===== config.mk =====
export PLATFORM = sky130hd
export DESIGN_NAME = spike_detector
export DESIGN_NICKNAME = d
export VERILOG_FILES = /design/src/rtl/spike_detector.sv
export SDC_FILE = /design/constraint.sdc
export NUM_CORES = 1
export LEC_CHECK = 0
export CORE_AREA = 2 2 164 166
export DETAILED_ROUTE_END_ITERATION = 8
export DIE_AREA = 0 0 166 168
export PLACE_DENSITY = 0.8
export SLEW_MARGIN = 0
export SYNTH_ARGS = -nofsm -noshare
export SYNTH_HDL_FRONTEND = slang
export SYNTH_SLANG_ARGS = --single-unit

===== constraint.sdc =====
create_clock -name clk -period 7.1 [get_ports clk]
set_input_delay 1.775 -clock clk [delete_from_list [all_inputs] [get_ports clk]]
set_output_delay 1.775 -clock clk [all_outputs]
set_load 0.03 [all_outputs]

===== src/rtl/spike_detector.sv =====
// spike_detector: high-pass EMA baseline removal, noise-calibrated negative threshold, one event per spike.
// Latency: an event appears 2 clk after the valid cycle of the sample that ends the spike (stage 1 + FSM).
// Backpressure: one-entry output register; an event emitted while the register is full and not being
//               accepted is dropped and sets the sticky ev_overflow flag. The sample input is never stalled.
//
// Ports:
//   clk, rst            clock and synchronous active-high reset
//   sample_in/_valid    16-bit offset-binary ADC sample stream
//   ev_valid/ev_ready   event handshake; ev_timestamp, ev_peak, ev_width carry the record
//   threshold_out       current signed threshold (<= 0), 0 until calibration completes
//   calibrated          high once the calibration window has been consumed
//   ev_overflow         sticky: an event was dropped because the output register was still full
//
// Optional feature: define ADAPTIVE_THR_EN to track the noise level with an EMA while armed and
// recompute the threshold every armed sample; without it the threshold is fixed after calibration.

module spike_detector #(
  parameter int HP_SHIFT    = 6,
  parameter int CAL_LOG2    = 10,
  parameter int THR_MULT    = 4,
  parameter int THR_MIN     = 64,
  parameter int REFRACT     = 32,
  parameter int TS_W        = 32,
  parameter int NOISE_SHIFT = 10
) (
  input  logic                   clk,
  input  logic                   rst,
  input  logic [15:0]            sample_in,
  input  logic                   sample_valid,
  output logic                   ev_valid,
  input  logic                   ev_ready,
  output logic [TS_W-1:0]        ev_timestamp,
  output logic signed [15:0]     ev_peak,
  output logic [7:0]             ev_width,
  output logic signed [15:0]     threshold_out,
  output logic                   calibrated,
  output logic                   ev_overflow
);

  localparam logic [1:0] ST_CAL   = 2'd0;
  localparam logic [1:0] ST_ARMED = 2'd1;
  localparam logic [1:0] ST_SPIKE = 2'd2;
  localparam logic [1:0] ST_REFR  = 2'd3;

  localparam int AW = 16 + HP_SHIFT;          // baseline accumulator width
  localparam int SW = 17 + CAL_LOG2;          // calibration sum width
  localparam int RW = $clog2(REFRACT + 1);    // refractory counter width

  if (REFRACT < 1 || THR_MULT < 1 || THR_MULT > 15 || NOISE_SHIFT < 1 ||
      HP_SHIFT < 1 || CAL_LOG2 < 1) begin : g_param_check
    $error("spike_detector: parameter out of range");
  end

  // Threshold from a mean-magnitude estimate: -min(max(THR_MULT*m, THR_MIN), 32768).
  // -32768 is the only magnitude that does not fit positive 16-bit, hence the 17-bit negate.
  function automatic logic signed [15:0] thr_calc(input logic [16:0] m);
    logic [20:0] prod;
    logic [20:0] mag;
    logic [16:0] neg;
    prod = 21'(m) * 21'(THR_MULT);
    mag  = (prod < 21'(THR_MIN)) ? 21'(THR_MIN) : prod;
    if (mag > 21'd32768) mag = 21'd32768;
    neg = 17'd0 - mag[16:0];
    return neg[15:0];
  endfunction

  // ------------------------------------------------------------------
  // Stage 1: offset-binary conversion, baseline EMA, saturated high-pass
  // ------------------------------------------------------------------
  logic signed [15:0]   s_cur;
  logic signed [AW-1:0] s_ext;
  logic signed [AW-1:0] acc;
  logic signed [AW-1:0] acc_sh;
  logic signed [AW-1:0] acc_nxt;
  logic signed [15:0]   baseline;
  logic signed [16:0]   hp_wide;
  logic signed [15:0]   hp_sat;

  logic                 s1_vld;
  logic signed [15:0]   s1_hp;
  logic [TS_W-1:0]      s1_ts;
  logic [TS_W-1:0]      ts_cnt;

  assign s_cur    = {~sample_in[15], sample_in[14:0]};
  assign s_ext    = AW'(s_cur);
  assign acc_sh   = acc >>> HP_SHIFT;
  // acc stays within +/-2^(15+HP_SHIFT), so the shifted value always fits 16 bits.
  assign baseline = acc_sh[15:0];
  assign acc_nxt  = acc + s_ext - acc_sh;
  assign hp_wide  = 17'(s_cur) - 17'(baseline);

  always_comb begin
    hp_sat = hp_wide[15:0];
    if (hp_wide[16] != hp_wide[15]) begin
      hp_sat = hp_wide[16] ? 16'sh8000 : 16'sh7fff;
    end
  end

  always_ff @(posedge clk) begin
    if (rst) begin
      acc    <= '0;
      ts_cnt <= '0;
      s1_vld <= 1'b0;
      s1_hp  <= '0;
      s1_ts  <= '0;
    end else begin
      // s1_vld follows sample_valid so each valid sample is seen by the FSM exactly once.
      s1_vld <= sample_valid;
      if (sample_valid) begin
        acc    <= acc_nxt;
        s1_hp  <= hp_sat;
        s1_ts  <= ts_cnt;
        ts_cnt <= ts_cnt + TS_W'(1);
      end
    end
  end

  // ------------------------------------------------------------------
  // Stage 2: calibration / detection FSM
  // ------------------------------------------------------------------
  logic [1:0]          state;
  logic [SW-1:0]       cal_sum;
  logic [SW-1:0]       cal_total;
  logic [CAL_LOG2-1:0] cal_cnt;
  logic                cal_last;
  logic [16:0]         cal_m;
  logic signed [16:0]  hp17;
  logic [16:0]         abs_hp;
  logic                below;
  logic                emit;
  logic [TS_W-1:0]     sp_ts;
  logic signed [15:0]  sp_peak;
  logic [7:0]          sp_width;
  logic [7:0]          width_inc;
  logic [RW-1:0]       refr_cnt;

  assign hp17      = 17'(s1_hp);
  assign abs_hp    = hp17[16] ? 17'(-hp17) : 17'(hp17);
  assign cal_total = cal_sum + SW'(abs_hp);
  assign cal_last  = (cal_cnt == '1);
  assign cal_m     = cal_total[SW-1:CAL_LOG2];
  assign below     = (s1_hp < threshold_out);
  assign width_inc = (sp_width == 8'hFF) ? 8'hFF : sp_width + 8'd1;
  // The first at-or-above-threshold sample in SPIKE closes the spike.
  assign emit      = s1_vld && (state == ST_SPIKE) && !below;

`ifdef ADAPTIVE_THR_EN
  localparam int NW = 17 + NOISE_SHIFT;
  logic [NW-1:0] n_acc;
  logic [NW-1:0] n_nxt;
  logic [16:0]   n_new;

  assign n_nxt = n_acc + NW'(abs_hp) - (n_acc >> NOISE_SHIFT);
  assign n_new = n_nxt[NW-1:NOISE_SHIFT];
`endif

  always_ff @(posedge clk) begin
    if (rst) begin
      state         <= ST_CAL;
      cal_sum       <= '0;
      cal_cnt       <= '0;
      threshold_out <= '0;
      calibrated    <= 1'b0;
      sp_ts         <= '0;
      sp_peak       <= '0;
      sp_width      <= '0;
      refr_cnt      <= '0;
`ifdef ADAPTIVE_THR_EN
      n_acc         <= '0;
`endif
    end else if (s1_vld) begin
      case (state)
        ST_CAL: begin
          cal_sum <= cal_total;
          cal_cnt <= cal_cnt + CAL_LOG2'(1);
          if (cal_last) begin
            threshold_out <= thr_calc(cal_m);
            calibrated    <= 1'b1;
            state         <= ST_ARMED;
`ifdef ADAPTIVE_THR_EN
            n_acc         <= NW'(cal_m) << NOISE_SHIFT;
`endif
          end
        end
        ST_ARMED: begin
          // Detection compares against the threshold in force before this sample.
          if (below) begin
            sp_ts    <= s1_ts;
            sp_peak  <= s1_hp;
            sp_width <= 8'd1;
            state    <= ST_SPIKE;
          end
`ifdef ADAPTIVE_THR_EN
          n_acc         <= n_nxt;
          threshold_out <= thr_calc(n_new);
`endif
        end
        ST_SPIKE: begin
          if (below) begin
            sp_width <= width_inc;
            if (s1_hp < sp_peak) sp_peak <= s1_hp;
          end else begin
            refr_cnt <= RW'(REFRACT);
            state    <= ST_REFR;
          end
        end
        ST_REFR: begin
          // The sample that brings the count to zero is consumed without testing.
          refr_cnt <= refr_cnt - RW'(1);
          if (refr_cnt == RW'(1)) state <= ST_ARMED;
        end
        default: state <= ST_CAL;
      endcase
    end
  end

  // ------------------------------------------------------------------
  // One-entry output register
  // ------------------------------------------------------------------
  always_ff @(posedge clk) begin
    if (rst) begin
      ev_valid     <= 1'b0;
      ev_timestamp <= '0;
      ev_peak      <= '0;
      ev_width     <= '0;
      ev_overflow  <= 1'b0;
    end else begin
      if (ev_valid && ev_ready) ev_valid <= 1'b0;
      if (emit) begin
        // A slot being accepted this cycle counts as free.
        if (!ev_valid || ev_ready) begin
          ev_valid     <= 1'b1;
          ev_timestamp <= sp_ts;
          ev_peak      <= sp_peak;
          ev_width     <= sp_width;
        end else begin
          ev_overflow  <= 1'b1;
        end
      end
    end
  end

endmodule

* Word level (Yosys, flattened, before mapping) *
Index checks and enable logic that the tools add are counted.

word-level totals
  register bits after elaboration = 279
  input port bits = 20
  output and inout bits = 75
  word-level logic and storage cells = 93

operators by class
  $add $sub $neg = 10
  order comparisons = 4
  equal/unequal tests = 13
  multiplexer cells = 27
  bitwise logic cells = 2
  reduce and logical (&&, ||, !) cells = 18

operators by type and width
  cell                   count
  $mux 16                10
  $add 32x1->32 const B  1
  $lt 16x16->1           2
  $pmux 16 s2            1
  $add 27x17->27         1
  $mux 8                 3
  $add 22x16->22         1
  $sub 22x16->22         1
  $gt 19x16->1 const B   1
  $lt 19x7->1 const B    1
  $mux 19                1
  $mux 17                1
  $neg 16->17            1
  $sub 16x16->17         1
  $pmux 8 s2             1
  $sub 1x16->16 const A  1
  $pmux 6 s2             1
  $add 10x1->10 const B  1
  $eq 10x10->1 const B   1
  $ne 2x2->1 const B     5
  $reduce_and 5->1       2
  $reduce_and 3->1       3
  $add 8x1->8 const B    1
  $eq 8x8->1 const B     1
  other kinds (18)       31

* Logic depth before layout (Yosys ltp) *
  word-level depth = 12
  mapped depth = 24
  depth with buffers taken out = 22

* Least setup slack after synthesis *
No wires, ideal clock.

  kind = register to register
  start point = register s1_hp[7]
  end point = register threshold_out[8]
  data arrival time = 5.004 ns
  setup slack = 2.001 ns
  stages on the path, launching flop included = 20
  path buffers = 1
  cells stage by stage = dfxtp_1 > or4_1 > or4_1 > o21ai_0 > xnor2_1 > ha_1 > a21o_1 > a21o_1 > a221o_1 > a31oi_4 > nor3b_2 > mux2i_1 > nor4_4 > o21ai_0 > nand2_1 > ha_1 > clkbuf_1 > nand2_1 > or4_1 > o311ai_1

between the ends
  word-level cells in the longest chain between the ends = 12

RTL lines
  what                    line  RTL
  start, declared         80    logic signed [15:0] s1_hp;
  start signal, assigned  111   s1_hp <= hp_sat;
  $neg 16->17             138   assign abs_hp = hp17[16] ? 17'(-hp17) : 17'(hp17);
  $mux 17 *               138
  $add 27x17->27 *        139   assign cal_total = cal_sum + SW'(abs_hp);
  $lt 19x7->1             61    mag = (prod < 21'(THR_MIN)) ? 21'(THR_MIN) : prod;
  $mux 19 *               61
  $gt 19x16->1            62    if (mag > 21'd32768) mag = 21'd32768;
  $mux 16 *               62
  $mux 16 *               176   if (cal_last) begin
  $mux 16 *               172   case (state)
  $mux 16 *               171   end else if (s1_vld) begin
  $mux 16 *               158   if (rst) begin
  $sub 1x16->16 *         63    neg = 17'd0 - mag[16:0];
  end signal, assigned    177   threshold_out <= thr_calc(cal_m);
  end, declared           35    output logic signed [15:0] threshold_out,

Mark *: on every way between the ends. The rest lies on a longest branch, timed or not. The select of a mux whose other input is x is not followed.
A chain may end at the register's enable or synchronous reset.

* Worst setup path after layout *
Same ends and word-level chain as after synthesis.

==> results.md <==
- DRC Markers: 0
- Hold/Removal Path Class: reg -> reg
- Post-layout minimum cycle time: 5660 ps
- Worst path slowest cell: or4_1
- Num CTS Buffers: 30
- Wire length on met2: 16700 um
- Detailed-route via count: 13000
- Synthesized instance count: 1894
- Netlist cell types: 88
- Remaining global-route overflow: 0
- FF+latch area: 5550 sq um
- I/O pins: 95
- Top-area cell type share of the netlist area: 35.9%
- Overall global routing resource usage: 25.0%
- Fmax: 0.177 GHz
- DIE AREA: 27900 sq um
- Reg clk slew, reported paths: 60 ps
- Starting density of the core: 58.6%
- Worst R2R Path Depth: 18
- Most frequent cells in the layout: 293 x nand2_1, 277 x dfxtp_1, 196 x nor2_1
- Via/cell ratio: 5.65
- DIE WIDTH: 166 um
- CTS tree: built
- Pwr dens: 309 nW/um^2
- Synth Flop Type: dfxtp_1
- FF-to-FF setup slack: 1440 ps
- Clk buf depth: 3
- Final hold slack: 447 ps
- Final net count: 2081
- Largest fanout on the critical path: 10
- Worst-path cell chain: or4_1 > or4_1 > o21ai_0 > xnor2_1 > ha_1 > a21o_1 > a21o_1 > a221o_1 > a31oi_4 > nor3b_2 > mux2i_1 > nor4_4 > o21ai_0 > nand2_1 > ha_1 > nand2_1 > or4_1 > o311ai_1
- CP required: 7560 ps
- Max-slew violations: 0
- Worst R2R End: threshold_out[8]$_SDFFE_PP0P_
- Setup violations, final: 0
- WL met3: 1780 um
- Peak supply drop: 0.238 mV
- Mean Syn Cell Area: 8.15 sq um
- Most frequent CP cell: or4_1
- CTS root buf: clkbuf_16
- Synthesized flop and latch total: 277
- Detailed Route Iter0 Violations: 702
- Hold violation count in the final report: 0
- CP Launch Point: s1_hp[7]$_SDFFE_PP0P_
- Worst-margin pin slew: 1180 ps
- Worst slew margin: 21.0%
- Period utilization: 79.7%
- Largest stage delay, worst path: 630 ps
- First-pass GRT wire length: 59500 um
- WS Path Type: reg -> reg
- Lkg Pwr: 0.00669 uW
- Post-CTS setup buffer count: 0
- DR pass1 iterations: 5
- Async SR Flop Fraction: 0%
- Final wirelength: 35700 um
- Core footprint: 26400 sq um
- WL/cell: 15.5 um
- CP arrival: 6120 ps
- Worst setup EP type: register
- # fillers: 2141
- Synth warnings: 0
- Worst setup path endpoint: threshold_out[8]$_SDFFE_PP0P_
- Layout area overhead: 13.4%
- Status: complete, no violations
- Number of global-route vias before repair: 12700
- Post-synthesis sequential area ratio: 35.9%
- Post-Syn Area: 15400 sq um
- Die height: 168 um
- Final core occ: 66.4%
- Multi-input logic area: 9060 sq um
- CTS Sinks: 277
- Crit start category: register
- Max cap viols: 0
- Largest net degree at the start of global routing: 223
- Clk_lat worst skew: 580 ps
- # hold bufs at CTS: 0
- Placer Congestion: 0.896
- Metal-1 WL: 16100 um
- H-tree Lvls: 1
- Row count: 60
- Routed Antenna Nets: 0
- Commonest non-fill, non-tap cell in the layout: nand2_1
- Post-CTS sizing: 0
- Buffers added on ports: 92
- Number of flops mapped to enable cells by yosys: 0
- Reg-to-Reg Start: s1_hp[7]$_SDFFE_PP0P_
- Synth area leaders: dfxtp_1 36%, ha_1 8.0%, nand2_1 7.1%
- Setup TNS: 0 ps
- Highest metal used: met4
- Dpl hpwl: 24800 um
- RSZ-0062 raised after global routing: false
- ANT cells: 0
- Initial antenna violation count: 0
- Share of cells above drive strength 1: 4.99%
- Largest area contributor in the netlist: dfxtp_1
- Fin Clk Skew: 14.5 ps
==> power breakdown <==
part	switching [uW]	internal [uW]	total, uW
combinational	1190	913	2100
clock	665	884	1550
sequential	125	1640	1760
total	1980	3430	5410
==> critical path, delay by kind of cell (launching register included) <==
kind / cells / cell delay (ps)
xor gates and xnor gates: 1 / 150
DFF: 1 / 420
AOI/OAI and AO/OA: 7 / 1660
muxes: 1 / 200
adders and majority gates: 2 / 710
and+or+nand+nor: 7 / 2370
==> metrics by stage <==
step / power [uW] / setup slack [ps] / cells / instance area [sq um]
2_1_floorplan: 3430 / 2000 / 1896 / 15400
3_3_place_gp: 3780 / 1480 / 2248 / 16500
3_5_place_dp: 3850 / 1400 / 2248 / 16500
4_1_cts: 5420 / 1470 / 2303 / 17500
5_1_grt: 5770 / 1070 / 2303 / 17500
6_report: 5410 / 1440 / 2303 / 17500
==> registers in the layout, summed over array words and instances (netlist names), 22 cells and up <==
signal        cells
acc              22
s1_ts            32
ev_timestamp     32
cal_sum          27
ts_cnt           32
sp_ts            32
==> synthesized netlist by cell type, types with 23 or more instances <==
| cell | count |
|---|---|
| a211oi_1 | 29 |
| mux2i_1 | 72 |
| fa_1 | 23 |
| xnor2_1 | 61 |
| inv_1 | 132 |
| xor2_1 | 42 |
| ha_1 | 99 |
| clkbuf_1 | 72 |
| dfxtp_1 | 277 |
| o21ai_0 | 63 |
| nand2_1 | 293 |
| nand3_1 | 42 |
| a21oi_1 | 187 |
| nor2_1 | 197 |
==> metal layers <==
metal	vias to the layer above	global-route usage, %
li1	6537	-
met1	6119	31.6
met2	262	43.0
met3	89	4.49
met4	0	9.11
met5	-	0
==> worst min path at each step <==
stage	cells after the start	end	start
2_1_floorplan	2	sp_ts[0]$_SDFFE_PP0P_	s1_ts[0]$_SDFFE_PP0P_
3_3_place_gp	2	sp_ts[2]$_SDFFE_PP0P_	s1_ts[2]$_SDFFE_PP0P_
3_5_place_dp	2	sp_ts[8]$_SDFFE_PP0P_	sp_ts[8]$_SDFFE_PP0P_
4_1_cts	2	sp_ts[8]$_SDFFE_PP0P_	sp_ts[8]$_SDFFE_PP0P_
5_1_grt	2	ev_timestamp[6]$_SDFFE_PP0P_	sp_ts[6]$_SDFFE_PP0P_
6_report	2	ev_timestamp[12]$_SDFFE_PP0P_	sp_ts[12]$_SDFFE_PP0P_
==> cell families (layout without fill, tap and decap cells) <==
group,Yosys count,in the layout,share of synthesized area (%)
simple gates,680,680,19.6
compound gates,416,416,17.2
flops,277,277,35.9
buf+inv,220,286,5.55
fa+ha+maj,122,122,11.0
xor+xnor,103,103,5.84
mux,75,75,4.89
other cells,1,3,0.0243
==> layout make-up <==
cell class	instances	share of cell area, %
sequential	277	31.7
clock buffer	45	4.95
tap	341	2.44
clock inverter	10	0.658
timing repair buffer	99	5.64
multi-input combinational	1399	51.8
inverter	132	2.83
No activity file was read; power rests on OpenSTA's default activity.
